File: src/rtl/layer_sequencer_if.sv
// Layer-descriptor / datapath-control bundle between the instruction controller
// (master) and the dense-layer sequencer (slave).
interface layer_sequencer_if #(
  parameter int NU_COUNT     = 4,
  parameter int XY_MEM_DEPTH = 8,
  parameter int W_MEM_DEPTH  = 8,
  parameter int CNT_W        = 8
);
  logic                    start;
  logic [XY_MEM_DEPTH-1:0] x_base;
  logic [W_MEM_DEPTH-1:0]  w_base;
  logic [XY_MEM_DEPTH-1:0] y_base;
  logic [CNT_W-1:0]        in_count;
  logic [CNT_W-1:0]        out_count;
  logic                    busy;
  logic                    done;
  logic [NU_COUNT-1:0]     mac_reg_enable;
  logic                    mac_acc_loopback;
  logic                    serializer_update;
  logic                    act_input_select;
  logic [XY_MEM_DEPTH-1:0] xy_read_addr;
  logic [W_MEM_DEPTH-1:0]  w_read_addr;
  logic [XY_MEM_DEPTH-1:0] xy_write_addr;
  logic                    xy_write_enable;

  modport master (
    output start, x_base, w_base, y_base, in_count, out_count,
    input  busy, done, mac_reg_enable, mac_acc_loopback, serializer_update,
           act_input_select, xy_read_addr, w_read_addr, xy_write_addr, xy_write_enable
  );

  modport slave (
    input  start, x_base, w_base, y_base, in_count, out_count,
    output busy, done, mac_reg_enable, mac_acc_loopback, serializer_update,
           act_input_select, xy_read_addr, w_read_addr, xy_write_addr, xy_write_enable
  );
endinterface

File: src/rtl/layer_sequencer.sv
// Dense-layer sequencer: tiles output neurons over NU_COUNT MAC lanes, then drains
// each tile through serializer/activation into xy memory. Optional: LAYER_SEQ_PERF_EN.
module layer_sequencer #(
  parameter int NU_COUNT     = 4,
  parameter int XY_MEM_DEPTH = 8,
  parameter int W_MEM_DEPTH  = 8,
  parameter int CNT_W        = 8,
  parameter int ACT_LATENCY  = 1
) (
  input logic clk,
  input logic reset,
`ifdef LAYER_SEQ_PERF_EN
  output logic [31:0] perf_cycles,
`endif
  layer_sequencer_if.slave bus
);
  typedef enum logic [2:0] {S_IDLE, S_ACCUM, S_FLUSH, S_LOAD, S_DRAIN, S_DONE} state_t;

  state_t                  r_state;
  logic [XY_MEM_DEPTH-1:0] r_x_base;
  logic [W_MEM_DEPTH-1:0]  r_w_base;
  logic [XY_MEM_DEPTH-1:0] r_y_base;
  logic [CNT_W-1:0]        r_in_count;
  logic [CNT_W-1:0]        r_k;
  logic [CNT_W-1:0]        r_drain;
  logic [CNT_W-1:0]        r_remaining;
  logic [W_MEM_DEPTH-1:0]  r_w_off;
  logic [XY_MEM_DEPTH-1:0] r_y_off;

  logic                    r_busy;
  logic                    r_done;
  logic [NU_COUNT-1:0]     r_mac_en;
  logic                    r_loopback;
  logic                    r_ser_upd;
  logic                    r_act_sel;
  logic [XY_MEM_DEPTH-1:0] r_xy_ra;
  logic [W_MEM_DEPTH-1:0]  r_w_ra;
  logic [XY_MEM_DEPTH-1:0] r_xy_wa;
  logic                    r_xy_we;

  logic [NU_COUNT-1:0]     w_mask;
  logic [CNT_W-1:0]        w_lanes;
  logic [CNT_W-1:0]        w_drain_nxt;
  logic                    w_drain_last;

  // r_remaining is out_count minus the neurons of all earlier tiles
  always_comb begin
    w_mask = '0;
    for (int i = 0; i < NU_COUNT; i++) w_mask[i] = (CNT_W'(i) < r_remaining);
  end

  assign w_lanes      = (r_remaining > CNT_W'(NU_COUNT)) ? CNT_W'(NU_COUNT) : r_remaining;
  assign w_drain_nxt  = r_drain + CNT_W'(1);
  assign w_drain_last = (r_drain == w_lanes + CNT_W'(ACT_LATENCY) - CNT_W'(1));

  // Outputs are registered: each transition loads what the next cycle must show
  always_ff @(posedge clk) begin
    if (reset) begin
      r_state     <= S_IDLE;
      r_k         <= '0;
      r_drain     <= '0;
      r_remaining <= '0;
      r_w_off     <= '0;
      r_y_off     <= '0;
      r_busy      <= 1'b0;
      r_done      <= 1'b0;
      r_mac_en    <= '0;
      r_loopback  <= 1'b0;
      r_ser_upd   <= 1'b0;
      r_act_sel   <= 1'b0;
      r_xy_ra     <= '0;
      r_w_ra      <= '0;
      r_xy_wa     <= '0;
      r_xy_we     <= 1'b0;
    end else begin
      case (r_state)
        S_IDLE: begin
          if (bus.start) begin
            r_x_base    <= bus.x_base;
            r_w_base    <= bus.w_base;
            r_y_base    <= bus.y_base;
            r_in_count  <= bus.in_count;
            r_remaining <= bus.out_count;
            r_w_off     <= '0;
            r_y_off     <= '0;
            r_k         <= '0;
            if (bus.in_count == '0 || bus.out_count == '0) begin
              r_done  <= 1'b1;
              r_state <= S_DONE;
            end else begin
              r_busy  <= 1'b1;
              r_xy_ra <= bus.x_base;
              r_w_ra  <= bus.w_base;
              r_state <= S_ACCUM;
            end
          end
        end
        S_ACCUM: begin
          r_mac_en   <= w_mask;
          r_loopback <= (r_k != '0);
          if (r_k == r_in_count - CNT_W'(1)) begin
            r_state <= S_FLUSH;
          end else begin
            r_k     <= r_k + CNT_W'(1);
            r_xy_ra <= r_xy_ra + XY_MEM_DEPTH'(1);
            r_w_ra  <= r_w_ra + W_MEM_DEPTH'(1);
          end
        end
        S_FLUSH: begin
          r_mac_en   <= '0;
          r_loopback <= 1'b0;
          r_ser_upd  <= 1'b1;
          r_state    <= S_LOAD;
        end
        S_LOAD: begin
          r_ser_upd <= 1'b0;
          r_act_sel <= 1'b1;
          r_drain   <= '0;
          r_state   <= S_DRAIN;
        end
        S_DRAIN: begin
          if (w_drain_last) begin
            r_act_sel <= 1'b0;
            r_xy_we   <= 1'b0;
            if (r_remaining > CNT_W'(NU_COUNT)) begin
              // running tile*in_count avoids a multiplier
              r_remaining <= r_remaining - CNT_W'(NU_COUNT);
              r_w_off     <= r_w_off + W_MEM_DEPTH'(r_in_count);
              r_y_off     <= r_y_off + XY_MEM_DEPTH'(NU_COUNT);
              r_k         <= '0;
              r_xy_ra     <= r_x_base;
              r_w_ra      <= r_w_base + r_w_off + W_MEM_DEPTH'(r_in_count);
              r_state     <= S_ACCUM;
            end else begin
              r_busy  <= 1'b0;
              r_done  <= 1'b1;
              r_state <= S_DONE;
            end
          end else begin
            r_drain <= w_drain_nxt;
            r_xy_we <= (w_drain_nxt >= CNT_W'(ACT_LATENCY));
            r_xy_wa <= r_y_base + r_y_off + XY_MEM_DEPTH'(w_drain_nxt - CNT_W'(ACT_LATENCY));
          end
        end
        S_DONE: begin
          r_done  <= 1'b0;
          r_state <= S_IDLE;
        end
        default: r_state <= S_IDLE;
      endcase
    end
  end

  assign bus.busy              = r_busy;
  assign bus.done              = r_done;
  assign bus.mac_reg_enable    = r_mac_en;
  assign bus.mac_acc_loopback  = r_loopback;
  assign bus.serializer_update = r_ser_upd;
  assign bus.act_input_select  = r_act_sel;
  assign bus.xy_read_addr      = r_xy_ra;
  assign bus.w_read_addr       = r_w_ra;
  assign bus.xy_write_addr     = r_xy_wa;
  assign bus.xy_write_enable   = r_xy_we;

`ifdef LAYER_SEQ_PERF_EN
  logic [31:0] r_perf;

  always_ff @(posedge clk) begin
    if (reset) begin
      r_perf <= '0;
    end else if (r_state == S_IDLE && bus.start) begin
      r_perf <= '0;
    end else if (r_busy && r_perf != '1) begin
      r_perf <= r_perf + 32'd1;
    end
  end

  assign perf_cycles = r_perf;
`endif
endmodule

File: src/flat_wrapper.sv
// flat-port wrapper written by rule: the top's interface ports become plain ports
module layer_sequencer_flat 
#(
  parameter int NU_COUNT     = 4,
  parameter int XY_MEM_DEPTH = 8,
  parameter int W_MEM_DEPTH  = 8,
  parameter int CNT_W        = 8,
  parameter int ACT_LATENCY  = 1
)
  (clk, reset, bus_start, bus_x_base, bus_w_base, bus_y_base, bus_in_count, bus_out_count, bus_busy, bus_done, bus_mac_reg_enable, bus_mac_acc_loopback, bus_serializer_update, bus_act_input_select, bus_xy_read_addr, bus_w_read_addr, bus_xy_write_addr, bus_xy_write_enable);
  layer_sequencer_if #(.NU_COUNT(NU_COUNT), .XY_MEM_DEPTH(XY_MEM_DEPTH), .W_MEM_DEPTH(W_MEM_DEPTH), .CNT_W(CNT_W)) bus_i ();
  input logic clk;
  input logic reset;
  input wire logic [$bits(bus_i.start)-1:0] bus_start;
  input wire logic [$bits(bus_i.x_base)-1:0] bus_x_base;
  input wire logic [$bits(bus_i.w_base)-1:0] bus_w_base;
  input wire logic [$bits(bus_i.y_base)-1:0] bus_y_base;
  input wire logic [$bits(bus_i.in_count)-1:0] bus_in_count;
  input wire logic [$bits(bus_i.out_count)-1:0] bus_out_count;
  output wire logic [$bits(bus_i.busy)-1:0] bus_busy;
  output wire logic [$bits(bus_i.done)-1:0] bus_done;
  output wire logic [$bits(bus_i.mac_reg_enable)-1:0] bus_mac_reg_enable;
  output wire logic [$bits(bus_i.mac_acc_loopback)-1:0] bus_mac_acc_loopback;
  output wire logic [$bits(bus_i.serializer_update)-1:0] bus_serializer_update;
  output wire logic [$bits(bus_i.act_input_select)-1:0] bus_act_input_select;
  output wire logic [$bits(bus_i.xy_read_addr)-1:0] bus_xy_read_addr;
  output wire logic [$bits(bus_i.w_read_addr)-1:0] bus_w_read_addr;
  output wire logic [$bits(bus_i.xy_write_addr)-1:0] bus_xy_write_addr;
  output wire logic [$bits(bus_i.xy_write_enable)-1:0] bus_xy_write_enable;
  assign bus_i.start = bus_start;
  assign bus_i.x_base = bus_x_base;
  assign bus_i.w_base = bus_w_base;
  assign bus_i.y_base = bus_y_base;
  assign bus_i.in_count = bus_in_count;
  assign bus_i.out_count = bus_out_count;
  assign bus_busy = bus_i.busy;
  assign bus_done = bus_i.done;
  assign bus_mac_reg_enable = bus_i.mac_reg_enable;
  assign bus_mac_acc_loopback = bus_i.mac_acc_loopback;
  assign bus_serializer_update = bus_i.serializer_update;
  assign bus_act_input_select = bus_i.act_input_select;
  assign bus_xy_read_addr = bus_i.xy_read_addr;
  assign bus_w_read_addr = bus_i.w_read_addr;
  assign bus_xy_write_addr = bus_i.xy_write_addr;
  assign bus_xy_write_enable = bus_i.xy_write_enable;
  layer_sequencer #(.NU_COUNT(NU_COUNT), .XY_MEM_DEPTH(XY_MEM_DEPTH), .W_MEM_DEPTH(W_MEM_DEPTH), .CNT_W(CNT_W), .ACT_LATENCY(ACT_LATENCY)) u_core (.clk(clk), .reset(reset), .bus(bus_i));
endmodule
File: config.mk
export PLATFORM = sky130hd
export DESIGN_NAME = layer_sequencer_flat
export DESIGN_NICKNAME = d
export VERILOG_FILES = /design/src/rtl/layer_sequencer_if.sv /design/src/rtl/layer_sequencer.sv /design/src/flat_wrapper.sv
export SDC_FILE = /design/constraint.sdc
export NUM_CORES = 1
export LEC_CHECK = 0
export CAP_MARGIN = 20
export CORE_MARGIN = 2
export CORE_UTILIZATION = 35
export DETAILED_ROUTE_END_ITERATION = 10
export DONT_BUFFER_PORTS = 1
export GPL_TIMING_DRIVEN = 0
export SETUP_SLACK_MARGIN = 0.5
export SYNTH_ARGS = -nofsm -noshare
export SYNTH_HDL_FRONTEND = slang
export SYNTH_SLANG_ARGS = --single-unit
File: constraint.sdc
create_clock -name clk -period 3.28 [get_ports clk]
set_clock_uncertainty 0.05 [all_clocks]
set_input_delay 0.656 -clock clk [delete_from_list [all_inputs] [get_ports clk]]
set_output_delay 0.656 -clock clk [all_outputs]
set_load 0.05 [all_outputs]
Yosys cells after proc, flatten, opt, wreduce, memory -nomap -nowiden --
Index checks and enable logic that the tools add are counted.
Word-level totals: flip-flop bits (word level) 109, bits in latches 0, bits in writable memories 0, ROM bits 0, memories 0
Operators by class: $add $sub $neg 15, multiply operators 0, div/mod/pow operators 0, order comparisons 6, equality and inequality tests 16, shift-type cells 0, mux-type cells 52, bitwise logic cells 2, reduce and logical (&&, ||, !) cells 21
Operators by type and width (count):
- $mux W8 | 23
- $pmux W8 S3 | 3
- $pmux W8 S2 | 4
- $add A8 B1 Y8 const B | 5
- $add A8 B8 Y8 | 5
- $sub A8 B1 Y8 const B | 3
- $eq A8 B8 Y1 | 2
- $logic_not A8 Y1 | 2
- $lt A1 B8 Y1 const A | 2
- $lt A2 B8 Y1 const A | 2
- $mux W3 | 5
- $pmux W3 S5 | 1
- $reduce_and A5 Y1 | 3
- $mux W1 | 10
- $ne A2 B2 Y1 const B | 5
- $add A8 B3 Y8 const B | 1
- $ge A8 B1 Y1 const B | 1
- $gt A8 B3 Y1 const B | 1
- $ne A2 B1 Y1 const B | 4
- $pmux W1 S2 | 4
- $pmux W4 S2 | 1
- $reduce_bool A2 Y1 | 4
- $reduce_bool A8 Y1 | 1
- $sub A8 B3 Y8 const B | 1
- 12 further kinds | 19

Logic depth before layout (Yosys ltp) --
Gate-level depths: netlist of run 1.
word-level depth 7, depth in mapped cells 14, gate-level depth less buffers 13

Least setup slack after synthesis of run 1 --
Ideal clock, no wire load.
path kind input-to-reg, start point in reset, end point reg u_core.r_in_count[0] (enable), library setup time 0.421 ns, data arrival time 2.605 ns, data required time 2.809 ns, setup slack 0.204 ns, cell stages on the path 4, path buffers 3, cells stage by stage clkbuf_1 > clkbuf_1 > clkbuf_1 > nor2_1
On the way: word-level cells in the longest chain between the ends 2
RTL lines:
- from (decl) | line flat_wrapper.sv:13 | input logic reset;
- $not A1 Y1 (no line)
- $reduce_and A3 Y1 (no line)
- to (signal assigned) | line layer_sequencer.sv:82 | r_in_count <= bus.in_count;
- to (decl) | line layer_sequencer.sv:23 | logic [CNT_W-1:0] r_in_count;
Every way passes these cells. A chain may end at the register's enable or synchronous reset.

Worst setup path after layout of run 1 --
start point reg u_core.r_in_count[0], end point reg u_core.r_w_ra[7] (netlist: u_core.bus.w_read_addr[7])
On the way: word-level cells in the longest chain between the ends 4, elaborated cells on any way between the ends 8, classes of those cells add/sub: 2; eq/ne: 2; mux: 3; reduce/logical: 1
RTL lines:
- $sub A8 B1 Y8 / $add A8 B8 Y8 (equally long branches) | line layer_sequencer.sv:101, layer_sequencer.sv:132
- $eq A8 B8 Y1 / $mux W8 (equally long branches) | line layer_sequencer.sv:101, layer_sequencer.sv:125
- $ne A2 B2 Y1 (no line) / $mux W8 (equally long branches)
- $reduce_and A6 Y1 (no line) / $pmux W8 S3 (equally long branches)
- to (signal assigned) | line layer_sequencer.sv:93 | r_w_ra <= bus.w_base;
- to (signal assigned) | line layer_sequencer.sv:106 | r_w_ra <= r_w_ra + W_MEM_DEPTH'(1);
- to (signal assigned) | line layer_sequencer.sv:132 | r_w_ra <= r_w_base + r_w_off + W_MEM_DEPTH'(r_in_count);
- to (decl) | line layer_sequencer.sv:37 | logic [W_MEM_DEPTH-1:0] r_w_ra;
Several ways; a longest one is shown, not always the timed one. The select of a mux whose other input is x is not followed.

==> metrics.log, run 1 <==
INFO  metric synth_area = 0.00648 sq mm
INFO  metric first_global_vias = 5026
INFO  metric slew_headroom = 0.226
INFO  metric post-route-worst-setup-slack = 359 ps
INFO  metric seq_area_frac_synth = 0.380
INFO  metric worst_r2r_endpoint = u_core.bus.w_read_addr[7]
INFO  metric synth.lib_cells_used.distinct = 72
INFO  metric cts.root.buffer_cell = sky130_fd_sc_hd__clkbuf_16
INFO  metric syn-instance-count = 686
INFO  metric cp_data_required_time = 3450 ps
INFO  metric start_util = 0.358
INFO  metric netlist_top_cells_area = sky130_fd_sc_hd__dfxtp_1 23%, sky130_fd_sc_hd__edfxtp_1 15%, sky130_fd_sc_hd__ha_1 6.8%
INFO  metric criticalPathCategory = reg2reg
INFO  metric io_buffers = 0
INFO  metric setup_viol = 0
INFO  metric timing_max_transition_violations_final = 0
INFO  metric min_delay_worst_endpoint = u_core.r_y_base[0]
INFO  metric synth_enable_flop_cells = 32
INFO  metric cts.reportedPaths.clkPinSlew = 80 ps
INFO  metric grt_first_pass_wirelength = 29.0 mm
INFO  metric cellLeakagePower = 0.00288 uW
INFO  metric die-area = 0.0196 sq mm
INFO  metric synthDominantCellAreaShare = 0.232
INFO  metric arrival = 3100 ps
INFO  metric rrSetupSlack = 360 ps
INFO  metric grt_max_degree = 19
INFO  metric number_of_detailed_route_iterations_in_the_first_pass = 7
INFO  metric preCtsSetupSlack = -294 ps
INFO  metric fraction_of_final_layout_cells_with_drive_strength_greater_than_1 = 0.240
INFO  metric hpwl = 13.2 mm
INFO  metric critical_path.startpoint_type = flip-flop
INFO  metric postPlaceCellArea = 0.00686 sq mm
INFO  metric max_cap_violations = 0
INFO  metric p_switching = 1600 uW
INFO  metric timing.critical_path.cells = or4_4, or4b_4, a2111oi_4, buf_4, nor2_4, o211a_4, clkbuf_16, a21oi_4, a211oi_2
INFO  metric synthesis.yosys.warnings = 0
INFO  metric cts_max_path_buffers = 2
INFO  metric diodes = 0
INFO  metric die_width = 140 um
INFO  metric core_area = 0.0181 sq mm
INFO  metric rows = 49
INFO  metric worstSkewPairLatency = 370 ps
INFO  metric critical_path.slowest_cell = sky130_fd_sc_hd__or4_4
INFO  metric netSwitchingFraction = 0.374
INFO  metric final_weighted_congestion_in_routability_driven_placement = 0.859
INFO  metric critical-path-max-stage-delay = 590 ps
INFO  metric violated_checks = design-rule violations
INFO  metric remaining_drc_errors = 2
INFO  metric cellInternalPower = 2680 uW
INFO  metric global_route.usage.total = 0.190
INFO  metric area_growth = 25.0%
INFO  metric count_of_filler_cells_inserted_in_the_layout = 1676
INFO  metric ctsHtreeMaxLevel = 3
INFO  metric num_vias = 5436
INFO  metric drt_first_iter_violations = 391
INFO  metric synth_async_sr_flop_share = 0
INFO  metric vdd_ir_drop_max = 0.272 mV
INFO  metric synth_largest_area_cell = sky130_fd_sc_hd__dfxtp_1
INFO  metric synth.cells.most_frequent = 79 x sky130_fd_sc_hd__a21oi_1, 75 x sky130_fd_sc_hd__dfxtp_1, 62 x sky130_fd_sc_hd__nor2_1, 47 x sky130_fd_sc_hd__nand2_1, 41 x sky130_fd_sc_hd__inv_1
INFO  metric drt.antenna.violating_nets = 0
INFO  metric cts_bufs_inserted = 9
INFO  metric hold_path_startpoint = bus_y_base[0]
INFO  metric worst_hold_depth = 0
INFO  metric cts_sinks = 107
INFO  metric critPathCaptureType = flip-flop
INFO  metric post-synth-top-count-cell = sky130_fd_sc_hd__a21oi_1
INFO  metric clockPowerShare = 0.269
INFO  metric antenna_found_initial = 0
INFO  metric syn_nets = 780
INFO  metric seq_power_share = 0.437
INFO  metric hold_path_class = in2reg
INFO  metric finalInstanceArea = 0.00810 sq mm
INFO  metric final_period_minus_worst_setup_slack = 2920 ps
INFO  metric global_route.overflow_total = 0
INFO  metric synth_ff_type = sky130_fd_sc_hd__dfxtp_1
INFO  metric outcome = complete, but fails checks
INFO  metric multi_input_comb_area = 0.00422 sq mm
INFO  metric vias_per_cell = 5.56
INFO  metric register_area = 0.00248 sq mm
INFO  metric hold-worst-slack = 330 ps
INFO  metric avgRoutedWirePerCell = 19.4 um
INFO  metric tritoncts = done
INFO  metric floorplan.io_pins = 77
INFO  metric power.density = 528 mW/mm^2
INFO  metric die-height = 140 um
INFO  metric final-hold-violation-count = 0
INFO  metric crit_path_max_fanout = 8
INFO  metric timing.rr.start = u_core.r_in_count[0]
INFO  metric category_of_cells_accounting_for_the_largest_share_of_critical_path_delay = simple AND/OR/NAND/NOR gates
INFO  metric syn_area_per_cell = 9.45 sq um
INFO  metric yosys_register_bits = 107
INFO  metric tightestPinTransition = 1160 ps
INFO  metric layout.nets = 838
INFO  metric rsz_0062_raised_after_global_routing = yes
INFO  metric wirelength = 18.9 mm
INFO  metric comb_power_share = 0.294
INFO  metric layout_worst_path_cycle_share = 0.891
INFO  metric clock.fmax = 0.342 GHz
INFO  metric holdBufCountCts = 0
INFO  metric number_of_cells_traversed_by_the_worst_register_to_register_path = 9
INFO  metric count_of_buffer_and_inverter_cells_on_the_critical_path = 2
-- metrics by stage --
stage	cells	power [uW]	TNS (ps)	util
after floorplan	686	2520	0	-
after global placement	915	2760	-15040	0.378
after detailed placement	916	2770	-4260	0.379
after CTS	961	4110	0	0.425
after global routing	978	4460	0	0.448
final	978	4280	0	0.448
-- area by class of cell --
| cell class | instances | area share |
|---|---|---|
| Timing Repair Buffer | 47 | 0.0568 |
| Buffer | 30 | 0.0249 |
| Clock inverter | 6 | 0.00865 |
| Clock buffer | 10 | 0.0283 |
| Tap cell | 229 | 0.0354 |
| Sequential cell | 107 | 0.306 |
| Multi-Input combinational cell | 508 | 0.521 |
| Inverter | 41 | 0.0193 |
-- power groups by stage --
stage / clock network, uW / logic, uW / registers (uW)
final: 1150 / 1260 / 1870
after global routing: 1210 / 1360 / 1890
after CTS: 1170 / 1080 / 1860
after detailed placement: 0 / 879 / 1890
after global placement: 0 / 869 / 1890
after floorplan: 0 / 683 / 1840
-- routing by layer --
metal  vias to the layer above  wire, um  track usage  share of wire
met4                         0       425       0.0542          0.022
met1                      2671      8640        0.264           0.46
li1                       2596         -            -              -
met3                        24      1090       0.0427          0.057
met2                       145      8800        0.299           0.46
met5                         -         0            0              0
-- cells by family (layout without fill, tap and decap cells) --
kind of cell | Yosys count | count (layout) | synth area share
muxes | 9 | 9 | 0.0139
AOI/OAI and AO/OA | 188 | 188 | 0.204
xor gates and xnor gates | 52 | 52 | 0.0724
DFF | 107 | 107 | 0.380
adders and majority gates | 51 | 51 | 0.117
buffers and inverters | 71 | 134 | 0.0483
and+or+nand+nor | 208 | 208 | 0.164
-- registers in the layout, summed over array words and instances, names as in the netlist --
signal	flops
u_core.r_x_base	8
u_core.bus.xy_write_enable	1
u_core.bus.xy_write_addr	8
u_core.bus.act_input_select	1
u_core.r_w_off	8
u_core.r_y_base	8
u_core.bus.xy_read_addr	8
u_core.r_in_count	8
u_core.r_drain	8
u_core.bus.serializer_update	1
u_core.bus.busy	1
u_core.bus.mac_acc_loopback	1
u_core.r_w_base	8
u_core.r_k	8
u_core.r_state	3
u_core.bus.w_read_addr	8
u_core.bus.done	1
u_core.r_remaining	8
u_core.r_y_off	6
u_core.bus.mac_reg_enable	4
-- worst max-delay path by stage --
stage,from,to,slack (ps),cells past startpoint
3_5_place_dp,u_core.r_remaining[3],u_core.r_remaining[7],-290,11
3_3_place_gp,reset,u_core.r_w_base[1],-350,4
2_1_floorplan,u_core.r_in_count[0],u_core.bus.w_read_addr[2],470,8
6_report,u_core.r_in_count[0],u_core.bus.w_read_addr[7],360,9
5_1_grt,u_core.r_drain[2],u_core.bus.xy_write_addr[7],250,14
4_1_cts,u_core.r_in_count[1],u_core.bus.w_read_addr[6],360,9
-- layout by cell type, fill, tap and decap left out, types with 14 or more instances in the layout --
cell,instances
sky130_fd_sc_hd__o21ai_0,14
sky130_fd_sc_hd__dfxtp_1,68
sky130_fd_sc_hd__nand2_1,46
sky130_fd_sc_hd__a211oi_2,14
sky130_fd_sc_hd__inv_1,35
sky130_fd_sc_hd__fa_1,14
sky130_fd_sc_hd__ha_1,28
sky130_fd_sc_hd__nor2_1,58
sky130_fd_sc_hd__edfxtp_1,32
sky130_fd_sc_hd__xor2_1,14
sky130_fd_sc_hd__a21oi_1,60
sky130_fd_sc_hd__clkbuf_1,18
sky130_fd_sc_hd__xnor2_1,29
sky130_fd_sc_hd__buf_4,36
-- repair_timing --
action                                 CTS  global route
endpoints found under the hold margin    0             0
pin swaps                               26            47
gates resized for setup                 68            61
setup endpoints to repair               64            58
gates cloned                             1             1
buffers inserted                        28            16
Note: power is estimated with default switching activity, not from simulation.
==> inputs of run 2 (changes only) <==
--- a/config.mk
+++ b/config.mk
@@ -5,6 +5,7 @@
 export SDC_FILE = /design/constraint.sdc
 export NUM_CORES = 1
 export LEC_CHECK = 0
+export ABC_AREA = 1
 export CAP_MARGIN = 20
 export CORE_MARGIN = 2
 export CORE_UTILIZATION = 35
==> metrics.log, run 2 <==
INFO  metric critPathCaptureType = flip-flop
INFO  metric cts_bufs_inserted = 9
INFO  metric syn-instance-count = 861
INFO  metric synthDominantCellAreaShare = 0.228
INFO  metric crit_path_frequent_cell = sky130_fd_sc_hd__buf_4
INFO  metric rsz_0062_raised_after_global_routing = yes
INFO  metric slew_headroom = 0.510
INFO  metric ctsHtreeMaxLevel = 3
INFO  metric layout_worst_path_cycle_share = 0.878
INFO  metric mostFrequentLayoutCells = 196 x sky130_fd_sc_hd__nand2_1, 106 x sky130_fd_sc_hd__nor2_1, 97 x sky130_fd_sc_hd__inv_1
INFO  metric timing_max_transition_violations_final = 0
INFO  metric grtUsageMet2 = 0.302
INFO  metric synth_ff_type = sky130_fd_sc_hd__dfxtp_1
INFO  metric tightestPinTransition = 734 ps
INFO  metric number_of_detailed_route_iterations_in_the_first_pass = 5
INFO  metric num_vias = 5761
INFO  metric mostFrequentLayoutCell = sky130_fd_sc_hd__nand2_1
INFO  metric floorplan.io_pins = 77
INFO  metric clock.fmax = 0.347 GHz
INFO  metric vdd_ir_drop_max = 0.276 mV
INFO  metric cp_data_required_time = 3460 ps
INFO  metric tritoncts = done
INFO  metric area_growth = 15.8%
INFO  metric diodes = 0
INFO  metric critical-path-max-stage-delay = 390 ps
INFO  metric syn_nets = 955
INFO  metric seq_area_frac_synth = 0.375
INFO  metric rrSetupSlack = 400 ps
INFO  metric cts.reportedPaths.clkPinSlew = 80 ps
INFO  metric remaining_drc_errors = 0
INFO  metric cts.root.buffer_cell = sky130_fd_sc_hd__clkbuf_16
INFO  metric global_route.overflow_total = 0
INFO  metric cts_max_path_buffers = 2
INFO  metric power.density = 512 mW/mm^2
INFO  metric crit_path_max_fanout = 5
INFO  metric yosys_register_bits = 107
INFO  metric critical_path.slowest_cell = sky130_fd_sc_hd__dfxtp_4
INFO  metric grt_max_degree = 20
INFO  metric synthesis.yosys.warnings = 0
INFO  metric worstSkewPairLatency = 370 ps
INFO  metric drt_first_iter_violations = 439
INFO  metric syn_area_per_cell = 7.64 sq um
INFO  metric synth_area = 0.00657 sq mm
INFO  metric post-synth-top-count-cell = sky130_fd_sc_hd__nand2_1
INFO  metric grt_busiest_layer = met2
INFO  metric synth.lib_cells_used.distinct = 39
INFO  metric drt.antenna.violating_nets = 0
INFO  metric number_of_cells_traversed_by_the_worst_register_to_register_path = 19
INFO  metric final_period_minus_worst_setup_slack = 2880 ps
INFO  metric first_global_vias = 5477
INFO  metric final-hold-violation-count = 0
INFO  metric rows = 50
INFO  metric holdBufCountCts = 0
INFO  metric synth_enable_flop_cells = 32
INFO  metric critical_path.startpoint_type = flip-flop
INFO  metric netlist_top_cells_area = sky130_fd_sc_hd__dfxtp_1 23%, sky130_fd_sc_hd__edfxtp_1 15%, sky130_fd_sc_hd__nand2_1 11%
INFO  metric hpwl = 13.1 mm
INFO  metric avgRoutedWirePerCell = 16.2 um
INFO  metric fraction_of_final_layout_cells_with_drive_strength_greater_than_1 = 0.121
INFO  metric die_width = 141 um
INFO  metric postPlaceCellArea = 0.00691 sq mm
INFO  metric cts_sinks = 107
INFO  metric synth_largest_area_cell = sky130_fd_sc_hd__dfxtp_1
INFO  metric antenna_found_initial = 0
INFO  metric use_met3 = 0.0459
INFO  metric global_route.usage.met1 = 0.250
INFO  metric wirelength = 18.4 mm
INFO  metric synth_async_sr_flop_share = 0
INFO  metric cellLeakagePower = 0.00320 uW
INFO  metric io_buffers = 0
INFO  metric layout.nets = 995
INFO  metric core_area = 0.0186 sq mm
INFO  metric setup_viol = 0
INFO  metric die-height = 141 um
INFO  metric vias_per_cell = 5.05
INFO  metric global_route.usage.total = 0.187
INFO  metric max_cap_violations = 0
INFO  metric finalInstanceArea = 0.00761 sq mm
INFO  metric die-area = 0.0199 sq mm
INFO  metric timing.critical_path.cells = ha_4, nand2_4, buf_4, buf_4, buf_4, buf_4, buf_4, buf_4, buf_4, buf_4, buf_4, buf_4, buf_4, buf_4, buf_4, nor3_2, nand4_1, o21ai_1, a21oi_1
INFO  metric outcome = completed
INFO  metric timing.setup.tns = 0 ps
INFO  metric hold_path_class = in2reg
INFO  metric final_weighted_congestion_in_routability_driven_placement = 0.851
INFO  metric grt_first_pass_wirelength = 29.1 mm
INFO  metric criticalPathCategory = reg2reg
INFO  metric synth.cells.most_frequent = 199 x sky130_fd_sc_hd__nand2_1, 109 x sky130_fd_sc_hd__nor2_1, 99 x sky130_fd_sc_hd__inv_1, 75 x sky130_fd_sc_hd__dfxtp_1, 73 x sky130_fd_sc_hd__a21oi_1
INFO  metric worst_hold_depth = 0
INFO  metric start_util = 0.354
INFO  metric arrival = 3060 ps
==> run 2: cell count changes in the layout (fill, tap and decap cells not counted), moves of 8 or more <==
| cell | delta |
|---|---|
| sky130_fd_sc_hd__xnor2_1 | -11 |
| sky130_fd_sc_hd__a21oi_4 | -11 |
| sky130_fd_sc_hd__nand2_1 | +150 |
| sky130_fd_sc_hd__inv_1 | +62 |
| sky130_fd_sc_hd__buf_6 | -8 |
| sky130_fd_sc_hd__nor2_1 | +48 |
| sky130_fd_sc_hd__nand2b_1 | -13 |
| sky130_fd_sc_hd__mux2i_1 | -9 |
| sky130_fd_sc_hd__or3_1 | -13 |
| sky130_fd_sc_hd__a21oi_1 | +11 |
| sky130_fd_sc_hd__buf_4 | -8 |
| sky130_fd_sc_hd__o21ai_0 | +36 |
| sky130_fd_sc_hd__a211oi_2 | -14 |
| sky130_fd_sc_hd__nand3_1 | +28 |
==> run 2: path summary, 6_finish.rpt <==
check	from	endpoint
hold / removal	bus_x_base[3]	u_core.r_x_base[3]
setup reg to reg	u_core.r_drain[0]	u_core.bus.xy_write_enable
hold reg to reg	u_core.r_remaining[6]	u_core.r_remaining[6]
setup / recovery	u_core.r_drain[0]	u_core.bus.xy_write_enable
==> run 2: logic make-up after synthesis <==
logic type,synth area share
and+or+nand+nor,0.257
AOI/OAI and AO/OA,0.120
buffers and inverters,0.0805
DFF,0.375
adders and majority gates,0.115
xor gates and xnor gates,0.0533
==> run 2: critical path, delay by kind of cell, from the launching register on <==
family	cells	cell delay, ps
buffers and inverters	13	1610
flip-flops	1	390
AND/OR/NAND/NOR	3	320
AO/OA/AOI/OAI	2	210
adder cells (fa/ha/maj)	1	170
==> run 2: per-stage QoR <==
stage | instances | total power (uW) | util | hold slack, ps | setup WS (ps)
6_report | 1140 | 3900 | 0.410 | 327 | 399
5_1_grt | 1140 | 4100 | 0.410 | 317 | 272
4_1_cts | 1134 | 3880 | 0.403 | 319 | 449
3_5_place_dp | 1096 | 2720 | 0.372 | 414 | 133
3_3_place_gp | 1095 | 2700 | 0.370 | 406 | 177
2_1_floorplan | 861 | 2480 | - | 393 | 488
==> run 2: layout make-up <==
cell class                      instances  area (sq um)
Fill cell                            1856         11000
Clock buffer                           11           253
Buffer                                 24           134
Clock inverter                          5          45.0
Sequential cell                       107          2480
Tap cell                              234           293
Inverter                              105           400
Timing Repair Buffer                   29           238
Multi-Input combinational cell        625          3770
==> run 2: metal layers <==
layer	vias up	wire (um)
met4	0	334
li1	2880	-
met5	-	0
met3	24	1160
met1	2682	8410
met2	175	8510
==> run 2: power by group <==
part / leakage (uW) / internal [uW] / switching [uW]
combinational: 0.00214 / 383 / 611
clock: 0.000144 / 569 / 551
sequential: 0.000915 / 1480 / 301
total: 0.00320 / 2430 / 1460
==> run 2: timing repair <==
action / 4_1_cts / 5_1_grt
buffers inserted: 22 / 6
cloned: 0 / 0
setup endpoints to repair: 4 / 8
resized for setup: 25 / 19
pin swaps: 13 / 20
==> inputs of run 3 (changes only) <==
==> constraint.sdc (replaced) <==
create_clock -name clk -period 3.28 [get_ports clk]
set_clock_uncertainty 0.05 [all_clocks]
set_input_delay 0.656 -clock clk [delete_from_list [all_inputs] [get_ports clk]]
set_output_delay 0.656 -clock clk [all_outputs]
set_load 0.1 [all_outputs]
==> metrics.log, run 3 (same netlist as run 2, synthesis figures left out) <==
INFO  metric top_signal_layer_used = met4
INFO  metric drt_first_iter_violations = 439
INFO  metric post-route-worst-setup-slack = 399 ps
INFO  metric diodes = 0
INFO  metric wirelength = 18.4 mm
INFO  metric final_weighted_congestion_in_routability_driven_placement = 0.851
INFO  metric grt_first_pass_wirelength = 29.1 mm
INFO  metric timing.rr.start = u_core.r_drain[0]
INFO  metric die-height = 141 um
INFO  metric layout.core_utilization = 0.410
INFO  metric power.density = 538 mW/mm^2
INFO  metric grt_max_degree = 20
INFO  metric first_global_vias = 5477
INFO  metric max_cap_violations = 0
INFO  metric vias_per_cell = 5.05
INFO  metric holdBufCountCts = 0
INFO  metric worst_r2r_endpoint = u_core.bus.xy_write_enable
INFO  metric criticalPathCategory = reg2reg
INFO  metric ctsHtreeMaxLevel = 3
INFO  metric start_util = 0.354
INFO  metric final_period_minus_worst_setup_slack = 2880 ps
INFO  metric number_of_detailed_route_iterations_in_the_first_pass = 5
INFO  metric mostFrequentLayoutCell = sky130_fd_sc_hd__nand2_1
INFO  metric worstSkewPairLatency = 370 ps
INFO  metric rsz_0062_raised_after_global_routing = yes
INFO  metric num_vias = 5756
INFO  metric area_growth = 15.8%
INFO  metric slew_headroom = 0.265
INFO  metric preCtsSetupSlack = 133 ps
INFO  metric core_area = 0.0186 sq mm
INFO  metric critical_path.startpoint_type = flip-flop
INFO  metric final-hold-violation-count = 0
INFO  metric rrSetupSlack = 400 ps
INFO  metric cts.reportedPaths.clkPinSlew = 80 ps
INFO  metric clock.fmax = 0.347 GHz
INFO  metric io_buffers = 0
INFO  metric tritoncts = done
INFO  metric drt.antenna.violating_nets = 0
INFO  metric wire_length_on_met2 = 8.52 mm
INFO  metric die-area = 0.0199 sq mm
INFO  metric met3_wirelength = 1.14 mm
INFO  metric timing.setup.tns = 0 ps
INFO  metric floorplan.io_pins = 77
INFO  metric timing_max_transition_violations_final = 0
INFO  metric hpwl = 13.1 mm
INFO  metric mostFrequentLayoutCells = 196 x sky130_fd_sc_hd__nand2_1, 106 x sky130_fd_sc_hd__nor2_1, 97 x sky130_fd_sc_hd__inv_1
INFO  metric cp_data_required_time = 3460 ps
INFO  metric rows = 50
INFO  metric layout_worst_path_cycle_share = 0.878
INFO  metric critPathCaptureType = flip-flop
INFO  metric setup_viol = 0
INFO  metric cellLeakagePower = 0.00320 uW
INFO  metric m1WireLength = 8.44 mm
INFO  metric antenna_found_initial = 0
INFO  metric number_of_cells_traversed_by_the_worst_register_to_register_path = 19
INFO  metric global_route.overflow_total = 0
INFO  metric min_delay_worst_endpoint = u_core.r_x_base[3]
INFO  metric hold_path_startpoint = bus_x_base[3]
INFO  metric remaining_drc_errors = 0
INFO  metric cts.root.buffer_cell = sky130_fd_sc_hd__clkbuf_16
INFO  metric fraction_of_final_layout_cells_with_drive_strength_greater_than_1 = 0.124
INFO  metric global_route.usage.total = 0.187
INFO  metric count_of_filler_cells_inserted_in_the_layout = 1854
INFO  metric layout.nets = 995
INFO  metric avgRoutedWirePerCell = 16.2 um
INFO  metric arrival = 3060 ps
INFO  metric outcome = completed
INFO  metric crit_path_max_fanout = 5
INFO  metric die_width = 141 um
INFO  metric cts_sinks = 107
INFO  metric vdd_ir_drop_max = 0.304 mV
INFO  metric hold_path_class = in2reg
INFO  metric cts_bufs_inserted = 9
INFO  metric worst_hold_depth = 0
INFO  metric tightestPinTransition = 1100 ps
INFO  metric cts_max_path_buffers = 2
[run 3: timing repair]
action | in CTS | in global routing
setup buffers | 22 | 6
pin swaps | 13 | 20
resized for setup | 25 | 21
endpoints found under the setup margin | 4 | 9
[run 3: metal layers]
metal  track usage  vias to the layer above
met3        0.0459                       22
met5             0                        -
met1         0.250                     2681
li1              -                     2878
met4        0.0568                        0
met2         0.302                      175
[run 3: through the flow]
| step | power (uW) | std cells | hold slack, ps | cell area, sq um |
|---|---|---|---|---|
| 3_3_place_gp | 2900 | 1095 | 406 | 6880 |
| 2_1_floorplan | 2670 | 861 | 393 | 6590 |
| 6_report | 4100 | 1140 | 327 | 7610 |
| 5_1_grt | 4300 | 1140 | 317 | 7610 |
| 4_1_cts | 4070 | 1134 | 319 | 7480 |
| 3_5_place_dp | 2920 | 1096 | 414 | 6910 |
[run 3: layout make-up]
class	count	area (sq um)	share of cell area
multi-input cells	625	3770	0.495
flip-flops and latches	107	2480	0.326
inverters	105	400	0.0526
well taps	234	293	0.0385
clock buffers	11	253	0.0332
repair buffers	29	238	0.0312
plain buffers	24	134	0.0176
clock inverters	5	45.0	0.00592
[run 3: worst max-delay path by stage]
stage	depth (start not counted)	endpoint	slack [ps]	start
2_1_floorplan	16	u_core.bus.xy_write_addr[7]	490	u_core.r_drain[0]
3_3_place_gp	16	u_core.bus.xy_write_addr[7]	180	u_core.r_drain[0]
3_5_place_dp	16	u_core.bus.xy_write_addr[7]	130	u_core.r_drain[0]
4_1_cts	14	u_core.bus.xy_write_addr[7]	450	u_core.r_drain[0]
5_1_grt	16	u_core.bus.xy_write_addr[7]	270	u_core.r_drain[0]
6_report	19	u_core.bus.xy_write_enable	400	u_core.r_drain[0]
[run 3: power breakdown]
| group | internal [uW] | leakage, uW | switching [uW] |
|---|---|---|---|
| Combinational | 384 | 0.00214 | 611 |
| Clock | 569 | 0.000144 | 552 |
| Sequential | 1480 | 0.000916 | 496 |
| Total | 2440 | 0.00320 | 1660 |
[run 3: worst max-delay path: stages (launching register included)]
cell	delay, ps
sky130_fd_sc_hd__dfxtp_4	390
sky130_fd_sc_hd__ha_4	170
sky130_fd_sc_hd__nand2_4	70
sky130_fd_sc_hd__buf_4	130
sky130_fd_sc_hd__buf_4	120
sky130_fd_sc_hd__buf_4	120
sky130_fd_sc_hd__buf_4	130
sky130_fd_sc_hd__buf_4	130
sky130_fd_sc_hd__buf_4	120
sky130_fd_sc_hd__buf_4	120
sky130_fd_sc_hd__buf_4	120
sky130_fd_sc_hd__buf_4	120
sky130_fd_sc_hd__buf_4	120
sky130_fd_sc_hd__buf_4	130
sky130_fd_sc_hd__buf_4	130
sky130_fd_sc_hd__buf_4	120
sky130_fd_sc_hd__nor3_2	160
sky130_fd_sc_hd__nand4_1	90
sky130_fd_sc_hd__o21ai_1	140
sky130_fd_sc_hd__a21oi_1	70
